[config.mk]
export PLATFORM = sky130hd
export DESIGN_NAME = mem_store_buffer
export DESIGN_NICKNAME = d
export VERILOG_FILES = /design/src/rtl/mips_mem_pkg.sv /design/src/rtl/store_fifo.sv /design/src/rtl/mem_store_buffer.sv
export SDC_FILE = /design/constraint.sdc
export NUM_CORES = 1
export LEC_CHECK = 0
export ABC_CLOCK_PERIOD_IN_PS = 3900
export CAP_MARGIN = 0
export CORE_MARGIN = 1.5
export CORE_UTILIZATION = 39
export DETAILED_ROUTE_END_ITERATION = 16
export SYNTH_ARGS = -nofsm -noshare
export SYNTH_HDL_FRONTEND = slang
export SYNTH_SLANG_ARGS = --single-unit
[constraint.sdc]
create_clock -name clk -period 3.9 [get_ports clk]
set_clock_uncertainty 0.1 [all_clocks]
set_input_delay 0.78 -clock clk [delete_from_list [all_inputs] [get_ports clk]]
set_output_delay 0.78 -clock clk [all_outputs]
set_load 0.1 [all_outputs]
[src/rtl/mips_mem_pkg.sv]
// Shared types and constants for the MIPS data-memory store buffer.
package mips_mem_pkg;

  localparam int ADDR_W     = 32;
  localparam int DATA_W     = 32;
  localparam int DMEM_BYTES = 512;

  // One posted store waiting to be written into D_Memory.
  typedef struct packed {
    logic              byte_acc;
    logic [ADDR_W-1:0] addr;
    logic [DATA_W-1:0] wdata;
  } sb_entry_t;

  // Word accesses must sit on a 4-byte boundary; byte accesses never misalign.
  function automatic logic is_misaligned(input logic [1:0] addr_lo, input logic is_byte);
    return !is_byte && (addr_lo != 2'b00);
  endfunction

endpackage

[src/rtl/store_fifo.sv]
// Circular store buffer with a parallel word-address compare against all live entries.
module store_fifo
  import mips_mem_pkg::*;
#(
  parameter int DEPTH = 4
) (
  input  logic                       clk,
  input  logic                       rst,
  input  logic                       push,
  input  sb_entry_t                  push_entry,
  input  logic                       pop,
  input  logic [ADDR_W-3:0]          cmp_word,
  output sb_entry_t                  head,
  output logic [$clog2(DEPTH):0]     count,
  output logic                       full,
  output logic                       hit
);

  localparam int PTR_W = $clog2(DEPTH);

  logic [PTR_W-1:0] wr_ptr;
  logic [PTR_W-1:0] rd_ptr;
  logic [PTR_W-1:0] offset;
  logic             do_push;
  logic             do_pop;
  sb_entry_t        entries [DEPTH];

  assign full    = (count == (PTR_W+1)'(DEPTH));
  assign do_push = push && !full;
  assign do_pop  = pop && (count != '0) && !push;
  assign head    = entries[rd_ptr];

  // Pointer and occupancy bookkeeping; pointers wrap naturally because DEPTH is a power of two.
  always_ff @(posedge clk or posedge rst) begin
    if (rst) begin
      wr_ptr <= '0;
      rd_ptr <= '0;
      count  <= '0;
    end else if (do_push) begin
      wr_ptr <= wr_ptr + 1'b1;
      count  <= count + 1'b1;
    end else if (do_pop) begin
      rd_ptr <= rd_ptr + 1'b1;
      count  <= count - 1'b1;
    end
  end

  // Entry storage needs no reset: occupancy alone decides which slots are live.
  always_ff @(posedge clk) begin
    if (do_push) begin
      entries[wr_ptr] <= push_entry;
    end
  end

  // Flag any live entry in the same 32-bit word as the incoming load, ignoring byte lanes.
  always_comb begin
    hit    = 1'b0;
    offset = '0;
    for (int i = 0; i < DEPTH; i++) begin
      offset = PTR_W'(i) - rd_ptr;
      if (({1'b0, offset} < count) && (entries[i].addr[ADDR_W-1:2] == cmp_word)) begin
        hit = 1'b1;
      end
    end
  end

endmodule

[src/rtl/mem_store_buffer.sv]
// Load/store front end for D_Memory: posts stores into a FIFO, drains them in idle cycles,
// and services loads directly with one cycle of latency.
module mem_store_buffer
  import mips_mem_pkg::*;
#(
  parameter int DEPTH      = 4,
  parameter int DMEM_BYTES = mips_mem_pkg::DMEM_BYTES
) (
  input  logic        clk,
  input  logic        rst,
  input  logic        req_valid,
  output logic        req_ready,
  input  logic        req_we,
  input  logic        req_byte,
  input  logic [31:0] req_addr,
  input  logic [31:0] req_wdata,
  output logic        rsp_valid,
  output logic [31:0] rsp_data,
  output logic        align_err,
  output logic        sb_empty,
  output logic [31:0] read,
  output logic [31:0] write,
  output logic [31:0] wdata,
  output logic        en,
  output logic        byte_en,
  input  logic [31:0] data
);

  localparam logic [31:0] WORD_LIMIT = 32'(DMEM_BYTES - 4);
  localparam logic [31:0] BYTE_LIMIT = 32'(DMEM_BYTES);

  logic                   req_err;
  logic                   hazard;
  logic                   fifo_full;
  logic                   accept;
  logic                   load_acc;
  logic                   store_acc;
  logic                   drain;
  logic [$clog2(DEPTH):0] count;
  sb_entry_t              head;
  sb_entry_t              push_entry;

  assign req_err = req_byte ? (req_addr >= BYTE_LIMIT)
                            : (is_misaligned(req_addr[1:0], req_byte) || (req_addr > WORD_LIMIT));

  // Erroring requests are always taken so they can be dropped without blocking the pipe.
  assign req_ready = req_err || (req_we ? !fifo_full : !hazard);

  assign accept    = req_valid && req_ready;
  assign load_acc  = accept && !req_we && !req_err;
  assign store_acc = accept && req_we && !req_err;
  assign drain     = !accept && (count != '0) && !rst;
  assign sb_empty  = (count == '0);

  assign push_entry = '{byte_acc: req_byte, addr: req_addr, wdata: req_wdata};

  store_fifo #(
    .DEPTH(DEPTH)
  ) u_store_fifo (
    .clk        (clk),
    .rst        (rst),
    .push       (store_acc),
    .push_entry (push_entry),
    .pop        (drain),
    .cmp_word   (req_addr[31:2]),
    .head       (head),
    .count      (count),
    .full       (fifo_full),
    .hit        (hazard)
  );

  // Memory port mux: an accepted load owns the port, otherwise the head store drains.
  always_comb begin
    en      = 1'b0;
    byte_en = 1'b0;
    read    = '0;
    write   = '0;
    wdata   = '0;
    if (load_acc) begin
      read    = req_addr;
      byte_en = req_byte;
    end else if (drain) begin
      en      = 1'b1;
      write   = head.addr;
      wdata   = head.wdata;
      byte_en = head.byte_acc;
    end
  end

  // Capture load data and raise the single-cycle response and error pulses.
  always_ff @(posedge clk or posedge rst) begin
    if (rst) begin
      rsp_valid <= 1'b0;
      rsp_data  <= '0;
      align_err <= 1'b0;
    end else begin
      rsp_valid <= load_acc;
      align_err <= accept && req_err;
      if (load_acc) begin
        rsp_data <= req_byte ? {24'h0, data[7:0]} : data;
      end
    end
  end

endmodule

==> flow_metrics.tcl <==
set metrics [dict create \
    rsz0062_at_grt "true" \
    cpMostUsedCell "buf_4" \
    cts_tree "built" \
    syn_area_sq_um 13590 \
    hp-class "reg -> reg" \
    hold_ws_ps 374.5 \
    die_w_um 189.7 \
    numPortBuffers 211 \
    vias 8163 \
    cts_root_buf "clkbuf_16" \
    met1_length_mm 15.34 \
    nNetsFinal 1248 \
    synth_edf_count 260 \
    min_to "rsp_data[30]" \
    fin_util 0.5633 \
    cts_buffers 34 \
    drc 0 \
    max-vdd-ir-drop_v 0.0004411 \
    dr_wl_met3_mm 2.590 \
    r2r-end "rsp_data[4]" \
    hpwl_mm 23.82 \
    routed.top_layer "met5" \
    die-area_sq_um 35970 \
    grt_pass1_vias 8594 \
    dr.first_iter.drc_count 614 \
    powerDensity_nw_per_um2 529.8 \
    wl_met2_mm 17.14 \
    grt_max_degree 58 \
    ios 235 \
    max_slew_margin 0.3272 \
    h-tree-depth 2 \
    die_y_um 189.7 \
    place_area_sq_um 17520 \
    max_clock_freq_ghz 0.2499 \
    synth_largest_area_cell "edfxtp_1" \
    crit_chain "buf_4, buf_4, xor2_1, nor4_1, buf_4, nand4_1, nor3_2, nor4_4, o21ai_4, buf_4, buf_12, nand2_2, o22ai_4, buf_12" \
    syn_to_final_growth_pct 42.84 \
    path_clk_slew_ps 60 \
    fin_tns_setup_ps -3128 \
    synth-seq-cells 301 \
    critical-path-max-stage-delay_ps 300 \
    dr.pass1.iters 4 \
    clk_latency_ps 530 \
    antenna_found_initial 2 \
    end_kind "output port" \
    synth-seq-area-share 0.6501 \
    start_util 0.3943 \
    worst_pin_slew_ps 1006 \
    startpoint "req_addr[11]" \
    cts.path.max_buffers 3 \
    outcome "finished with violations" \
    final_cell_mix "edfxtp_1, clkdlybuf4s50_1, buf_12" \
    maxCapViolCount 0 \
    ys_top_cells_by_area "edfxtp_1, mux4_2, dfrtp_1" \
    final_max_slew_viol_count 0 \
    fp-row-count 68 \
    drive_gt1_frac 0.4187 \
    yosys_most_used_dff "edfxtp_1" \
    via_per_inst 5.042 \
    worstHoldStart "rsp_data[30]" \
    wire_per_inst_um 22.08 \
    period_minus_slack_ps 4001 \
    p_leak_uw 0.007059 \
    async_flop_share 0.1362 \
    ant_nets 0 \
    grt-ovfl-total 0 \
    hold_viol 0 \
    cp.required_ps 3020 \
    ys_types 44 \
    grt_pass1_wl_mm 53.59 \
    yosys_warnings 0 \
    cp_data_arrival_time_ps 3120 \
    critical_path_peak_fanout 14 \
    setup_slack_ps -101.1 \
    synth_top_area_frac 0.5746 \
    rrSetupSlack_ps 890 \
    critPathLaunchType "input port" \
    gp_congestion 0.8596 \
    finalInstanceArea_sq_um 19410 \
    min_path_cells 2 \
    period_share 1.026 \
    cp_slowest_cell "nor4_1" \
    finalSetupViolCount 50 \
    syn_avg_cell_area_sq_um 16.04 \
    coreArea_sq_um 34460 \
    r2r_cells 9 \
    cts_hold_buf 0 \
    r2r_start "u_store_fifo.rd_ptr[0]" \
    power_uw 10280 \
    clock-sinks 301 \
    mostFrequentLayoutCell "edfxtp_1" \
    path_class "in -> out" \
    grtUsageTotal 0.2008 \
    synth_cells 847 \
    routed_wl_mm 35.75 \
    violations "negative setup slack" \
]
-- worst max-delay path: cells and delay by family --
family          cells  cell delay (ps)
xor+xnor            1              150
simple gates        5              850
buf+inv             6              960
compound gates      2              360
-- layout make-up --
class	count	area (sq um)
diodes	1	2.502
clock buffers	42	902.1
clock inverters	19	151.4
fillers	2714	15050
inverters	12	48.80
multi-input cells	464	4917
flip-flops and latches	301	8841
well taps	455	569.3
repair buffers	325	3976
-- cells by family after synthesis --
| kind of cell | after synthesis | share of synthesized area |
|---|---|---|
| DFF | 301 | 0.6501 |
| and+or+nand+nor | 193 | 0.07910 |
| xor gates and xnor gates | 126 | 0.08121 |
| buffers and inverters | 104 | 0.04604 |
| muxes | 74 | 0.1174 |
| AOI/OAI and AO/OA | 39 | 0.01704 |
| adders and majority gates | 9 | 0.008840 |
| other | 1 | 0.0002760 |
-- power by group --
part / total, uW / leakage (uW) / internal (uW) / switching, uW
logic: 3700 / 0.00367 / 1530 / 2170
registers: 3580 / 0.00288 / 3530 / 51.4
clock network: 3000 / 0.000510 / 1730 / 1270
total: 10300 / 0.00706 / 6790 / 3490
-- worst max path at each step --
| stage | to | depth (start not counted) |
|---|---|---|
| finish | byte_en | 14 |
| global route | byte_en | 13 |
| CTS | write[22] | 12 |
| detailed placement | write[14] | 10 |
| global placement | wdata[27] | 10 |
| floorplan | byte_en | 14 |
-- routing by layer --
layer / global-route usage / vias to the layer above
li1: - / 3730
met1: 0.2740 / 4132
met2: 0.3223 / 256
met3: 0.05110 / 43
met4: 0.04976 / 2
met5: 0 / -
-- cells in the mapped netlist, types with 2 or more instances --
cell type  instances
nand2b_1           2
and2_1             4
buf_2             17
edfxtp_1         260
nor4_1            26
ha_1               8
inv_1             11
mux4_2            65
o21ai_0           25
dfrtp_1           41
nand4_1           10
nand3_1            4
xor2_1            91
nor3_1             5
nand2_1           57
nor2_1             2
mux2_4             8
o211ai_1           2
nor3_2             4
buf_6             10
and3_1            73
buf_4             37
a21oi_1            4
xnor2_1           35
clkbuf_1          27
-- metrics by stage --
step,cells,setup slack (ps)
after CTS,1614,-105.3
after global placement,1534,-632.1
after global routing,1619,-222.0
after detailed placement,1534,-632.7
final,1619,-101.1
after floorplan,869,-141.5
-- timing repair --
action | in CTS | in global routing
resized for setup | 170 | 50
pin swaps | 39 | 22
endpoints found under the setup margin | 76 | 76
gates cloned | 2 | 1
setup buffers | 18 | 4
-- sequential cells by signal (all words and copies together), names as in the netlist --
signal / flops
u_store_fifo.entries: 260
rsp_data: 32
u_store_fifo.count: 3
u_store_fifo.rd_ptr: 2
u_store_fifo.wr_ptr: 2
align_err: 1
rsp_valid: 1
Note: power is estimated with default switching activity, not from simulation.
